<file path="config.mk">
export PLATFORM = sky130hd
export DESIGN_NAME = sgd_x_updated_stream_out
export DESIGN_NICKNAME = d
export VERILOG_FILES = /design/src/rtl/sgd_x_updated_stream_out_pkg.sv /design/src/rtl/sgd_stream_skid_fifo.sv /design/src/rtl/sgd_x_updated_stream_out.sv
export SDC_FILE = /design/constraint.sdc
export NUM_CORES = 2
export LEC_CHECK = 0
export CAP_MARGIN = 20
export CORE_UTILIZATION = 50
export DETAILED_ROUTE_END_ITERATION = 12
export HOLD_SLACK_MARGIN = 0.12
export PLACE_DENSITY_LB_ADDON = 0.2
export SLEW_MARGIN = 25
export SYNTH_ARGS = -nofsm -noshare
export SYNTH_HDL_FRONTEND = slang
export SYNTH_SLANG_ARGS = --single-unit
</file>
<file path="constraint.sdc">
create_clock -name clk -period 55.1 [get_ports clk]
set_input_delay 11.02 -clock clk [delete_from_list [all_inputs] [get_ports clk]]
set_output_delay 11.02 -clock clk [all_outputs]
set_load 0.05 [all_outputs]
</file>
<file path="src/rtl/sgd_x_updated_stream_out_pkg.sv">
// sgd_x_updated_stream_out_pkg: shared FSM states and word-count helper for the x_updated read-out.
package sgd_x_updated_stream_out_pkg;
  typedef enum logic [2:0] {IDLE, CALC, READ, DRAIN, FIN} state_e;
  function automatic logic [31:0] calc_word_count(input logic [31:0] dim, input int unsigned shift);
    logic [31:0] mask;
    mask = (32'd1 << shift) - 32'd1;
    return (dim >> shift) + {31'd0, (dim & mask) != 32'd0};
  endfunction
endpackage

</file>
<file path="src/rtl/sgd_stream_skid_fifo.sv">
// sgd_stream_skid_fifo: small circular FIFO absorbing BRAM reads while downstream stalls.
module sgd_stream_skid_fifo #(
  parameter int DEPTH = 4,
  parameter int W = 256,
  localparam int AW = $clog2(DEPTH)
) (
  input  logic          clk,
  input  logic          rst_n,
  input  logic          push_i,
  input  logic          pop_i,
  input  logic [W-1:0]  data_i,
  output logic [W-1:0]  data_o,
  output logic [AW:0]   count_o,
  output logic          empty_o
);
  logic [W-1:0] mem_q [DEPTH];
  logic [AW-1:0] wr_q, rd_q;
  logic [AW:0] cnt_q;
  always_ff @(posedge clk) begin
    if (!rst_n) begin
      wr_q <= '0;
      rd_q <= '0;
      cnt_q <= '0;
      for (int i = 0; i < DEPTH; i++) mem_q[i] <= '0;
    end else begin
      if (push_i) begin
        mem_q[wr_q] <= data_i;
        wr_q <= wr_q + 1'b1;
      end
      if (pop_i) rd_q <= rd_q + 1'b1;
      cnt_q <= cnt_q + (AW+1)'(push_i) - (AW+1)'(pop_i);
    end
  end
  assign data_o = mem_q[rd_q];
  assign count_o = cnt_q;
  assign empty_o = cnt_q == '0;
endmodule

</file>
<file path="src/rtl/sgd_x_updated_stream_out.sv">
// sgd_x_updated_stream_out: reads every populated x_updated BRAM word and streams it out with last/done.
module sgd_x_updated_stream_out
  import sgd_x_updated_stream_out_pkg::*;
#(
  parameter int LANES = 8,
  parameter int ADDR_W = 10,
  parameter int BANK_SHIFT = 6,
  parameter int RD_LATENCY = 2,
  parameter int FIFO_DEPTH = 4
) (
  input  logic                  clk,
  input  logic                  rst_n,
  input  logic                  start,
  input  logic [31:0]           dimension,
  output logic                  busy,
  output logic                  done,
  output logic [ADDR_W-1:0]     x_rd_addr,
  input  logic [LANES*32-1:0]   x_rd_data,
  output logic [LANES*32-1:0]   m_data,
  output logic                  m_valid,
  input  logic                  m_ready,
  output logic                  m_last
);
  localparam int CW = $clog2(FIFO_DEPTH) + 1;
  state_e state_q, state_d;
  logic [31:0] dim_q, wc_q, issue_q, out_q, wc;
  logic [ADDR_W-1:0] addr_q;
  logic [RD_LATENCY-1:0] vsr_q;
  logic [CW-1:0] fifo_cnt, inflight;
  logic [CW:0] credit;
  logic issue, last_issue, push, pop, empty;
  always_comb begin
    inflight = '0;
    for (int i = 0; i < RD_LATENCY; i++) inflight = inflight + CW'(vsr_q[i]);
  end
  // Reads in flight plus FIFO occupancy never exceed FIFO_DEPTH, so every returning read has a slot.
  assign credit = {1'b0, inflight} + {1'b0, fifo_cnt};
  assign wc = calc_word_count(dim_q, BANK_SHIFT);
  assign issue = (state_q == READ) && (credit < (CW+1)'(FIFO_DEPTH));
  assign last_issue = issue && (issue_q == wc_q - 32'd1);
  assign push = vsr_q[RD_LATENCY-1];
  assign pop = m_valid && m_ready;
  assign x_rd_addr = issue ? issue_q[ADDR_W-1:0] : addr_q;
  assign m_valid = !empty;
  assign m_last = m_valid && (out_q == wc_q - 32'd1);
  assign busy = state_q inside {CALC, READ, DRAIN};
  assign done = state_q == FIN;
  always_comb begin
    state_d = (state_q == IDLE && start) ? CALC :
              (state_q == CALC) ? ((wc == 32'd0) ? FIN : READ) :
              (state_q == READ && last_issue) ? DRAIN :
              (state_q == DRAIN && pop && m_last) ? FIN :
              (state_q == FIN) ? IDLE : state_q;
  end
  always_ff @(posedge clk) begin
    if (!rst_n) begin
      state_q <= IDLE;
      dim_q <= '0;
      wc_q <= '0;
      issue_q <= '0;
      out_q <= '0;
      addr_q <= '0;
      vsr_q <= '0;
    end else begin
      state_q <= state_d;
      if (state_q == IDLE && start) dim_q <= dimension;
      if (state_q == CALC) begin
        wc_q <= wc;
        issue_q <= '0;
        out_q <= '0;
      end
      if (issue) begin
        addr_q <= issue_q[ADDR_W-1:0];
        issue_q <= issue_q + 32'd1;
      end
      vsr_q <= (vsr_q << 1) | RD_LATENCY'(issue);
      if (pop) out_q <= out_q + 32'd1;
    end
  end
  sgd_stream_skid_fifo #(.DEPTH(FIFO_DEPTH), .W(LANES*32)) u_fifo (
    .clk(clk), .rst_n(rst_n), .push_i(push), .pop_i(pop), .data_i(x_rd_data),
    .data_o(m_data), .count_o(fifo_cnt), .empty_o(empty)
  );
endmodule

</file>
==> impl_metrics.yaml <==
grt:
  antenna_found_initial: 30
  grt_pass1_vias: 31898
  grt_overflow: 0
  grt_max_degree: 153
  grt_pass1_wl_mm: 193
  grtUsageTotal_pct: 24.8
timing:
  tns_ps: 0
  post-route-period-util_pct: 28.3
  rsz0062_at_grt: "false"
  whs_ps: 454
  final-setup-viol-count: 0
  fin_crit_ps: 15620
  hold_viol_final: 0
  slew_headroom_pct: 20.3
  skew_ps: 28.1
  fmax_mhz: 64.0
  drv_slew: 0
  worst_pin_slew_ps: 1200
detailed_routing:
  routed_via_density: 5.50
  drt-initial-drc-count: 2557
  ant_nets: 0
  remaining_drc_errors: 0
  wl_mm: 130
  num_vias: 32492
  wl_per_cell_um: 22.1
  drtPass1Iterations: 6
floorplanning:
  fp.dieArea_sq_um: 105000
  fp-row-count: 117
  num_io_pins: 562
  die_w_um: 323
  die_y_um: 323
  core_area_sq_um: 102000
  start_util_pct: 50.6
cts:
  ctsRootBufferMaster: "clkbuf_16"
  cts_setup_buffers: 0
  clock_latency_ps: 740
  path_clk_slew_ps: 60
  htree_levels: 4
  cts_buffers: 131
  clkSinkCount: 1171
  clk_path_buf_depth: 3
  tritoncts: "built"
  hold_buffers: 0
  cts_resized: 0
yosys:
  synth-edff-count: 1024
  synth_ff_type: "edfxtp_1"
  syn_area_sq_um: 51700
  synth_seq_cells: 1171
  syn_area_per_cell_sq_um: 13.1
  ys_types: 76
  syn-num-nets: 4238
  yosysSeqAreaShare_pct: 65.2
  syn_inst: 3936
  yosys_warnings: 0
  synthArstFlopShare_pct: 0
pwr:
  p_per_area_nw_per_um2: 41.9
  total_power_uw: 2630
  p_leak_uw: 0.0230
  ir_drop_v: 0.0000298
worst_setup_path:
  reg2reg_depth: 8
  worst_ep_arrival_time_ps: 4600
  worstSetupPathType: "reg -> out"
  r2r_start: "wc_q[8]"
  start_kind: "flip-flop"
  worstSetupEndpointType: "output port"
  crit_path_max_fanout: 15
  rrSetupSlack_ps: 51280
  cp.required_ps: 44080
  r2r_end: "state_q[2]"
final_layout:
  nNetsFinal: 4711
  fin_area_sq_um: 62800
  drive_gt1_share_pct: 11.5
  final_common_cell: "edfxtp_1"
  n_fill_cell: 7931
  area_delta_synth_final_pct: 21.5
  layout_common_cells: "edfxtp_1, nor2_1, clkdlybuf4s50_1"
min_path:
  hold_end: "dim_q[0]"
  holdCritPathClass: "reg -> reg"
  holdCritStartpoint: "dim_q[0]"
  holdPathStages: 2
place:
  post_dp_cell_area_sq_um: 58400
  gp_congestion: 0.872
  port_buffers: 561
  dp_hpwl_mm: 77.6
outcome:
  outcome: "finished clean"
job:
  max-cap-violations: 0
sequential cells by signal, indices dropped and copies added (netlist names), named ones only:
| signal | flops |
|---|---|
| u_fifo.rd_q | 2 |
| issue_q | 32 |
| addr_q | 10 |
| u_fifo.wr_q | 2 |
| u_fifo.count_o | 3 |
| wc_q | 27 |
| state_q | 3 |
| u_fifo.mem_q | 1024 |
| dim_q | 32 |
| out_q | 32 |
| vsr_q | 2 |
cell families after synthesis:
| group | after synthesis | share of synthesized area (%) |
|---|---|---|
| mux | 275 | 11.6 |
| simple gates | 1621 | 14.5 |
| flops | 1171 | 65.2 |
| compound gates | 224 | 2.77 |
| xor+xnor | 102 | 1.76 |
| buf+inv | 533 | 3.90 |
| fa+ha+maj | 10 | 0.257 |
layout make-up:
type / instances / area (sq um) / area share, %
clock inverters: 66 / 634 / 1.01
diodes: 22 / 55.1 / 0.0877
well taps: 1368 / 1710 / 2.73
clock buffers: 176 / 3570 / 5.69
inverters: 273 / 1030 / 1.64
flip-flops and latches: 1171 / 33700 / 53.7
multi-input cells: 2232 / 16000 / 25.5
repair buffers: 600 / 6020 / 9.60
how the worst max path moves through the flow:
stage | to | startpoint | cells past startpoint | slack, ps
2_1_floorplan | u_fifo.mem_q[2][0] | rst_n | 2 | 32930
3_3_place_gp | u_fifo.mem_q[0][181] | rst_n | 7 | 39770
3_5_place_dp | u_fifo.mem_q[0][177] | rst_n | 7 | 39790
4_1_cts | m_last | wc_q[8] | 8 | 39410
5_1_grt | m_last | wc_q[9] | 8 | 39210
6_report | m_last | wc_q[8] | 8 | 39480
routing by layer:
metal / track usage (%) / vias up / share of wire (%)
li1: - / 15014 / -
met1: 31.6 / 16279 / 40
met2: 41.5 / 982 / 51
met3: 5.10 / 197 / 6.4
met4: 9.65 / 20 / 3.1
met5: 0 / - / 0.093
worst max-delay path: stages, from the launching register on:
cell	delay, ps
dfxtp_1	440
nor2_2	390
nand4_1	640
nor4_2	640
nor2_1	120
nor4_1	280
nand4_1	190
nor3_1	300
clkdlybuf4s50_1	860
cells in the mapped netlist, types with 6 or more instances:
master / instances / area [sq um]
nand2_1: 441 / 1660
mux4_2: 256 / 5770
a211oi_1: 24 / 180
nand2b_1: 7 / 43.8
or2_2: 9 / 56.3
or3_1: 29 / 181
mux2i_1: 8 / 80.1
nand4_1: 28 / 175
nand3_1: 57 / 285
ha_1: 9 / 113
and3_1: 23 / 144
nor3_1: 39 / 195
clkbuf_1: 195 / 732
o21a_1: 7 / 52.6
inv_1: 272 / 1020
and2_1: 278 / 1740
or4_1: 9 / 67.6
nor4_1: 23 / 144
mux2_2: 11 / 124
a21oi_1: 87 / 435
and4_1: 6 / 52.6
nor2_1: 631 / 2370
a31oi_1: 12 / 75.1
xor2_1: 36 / 315
dfxtp_1: 147 / 2940
xnor2_1: 65 / 569
buf_1: 57 / 214
edfxtp_1: 1024 / 30700
o211ai_1: 21 / 158
nor3b_1: 9 / 67.6
o21ai_0: 30 / 150
through the flow:
stage                     cells  setup WS (ps)  utilization (%)
after CTS                  5884          39410             61.4
after detailed placement   5642          39790             57.3
final                      5908          39480             61.5
after global routing       5903          39210             61.5
after global placement     5642          39770             57.3
after floorplan            3936          32930                -
where the power goes:
group,total (uW),switching (uW),internal (uW)
Sequential,1040,33.8,1000
Clock,856,351,505
Combinational,732,455,277
Total,2630,840,1790
No activity file was read; power rests on OpenSTA's default activity.
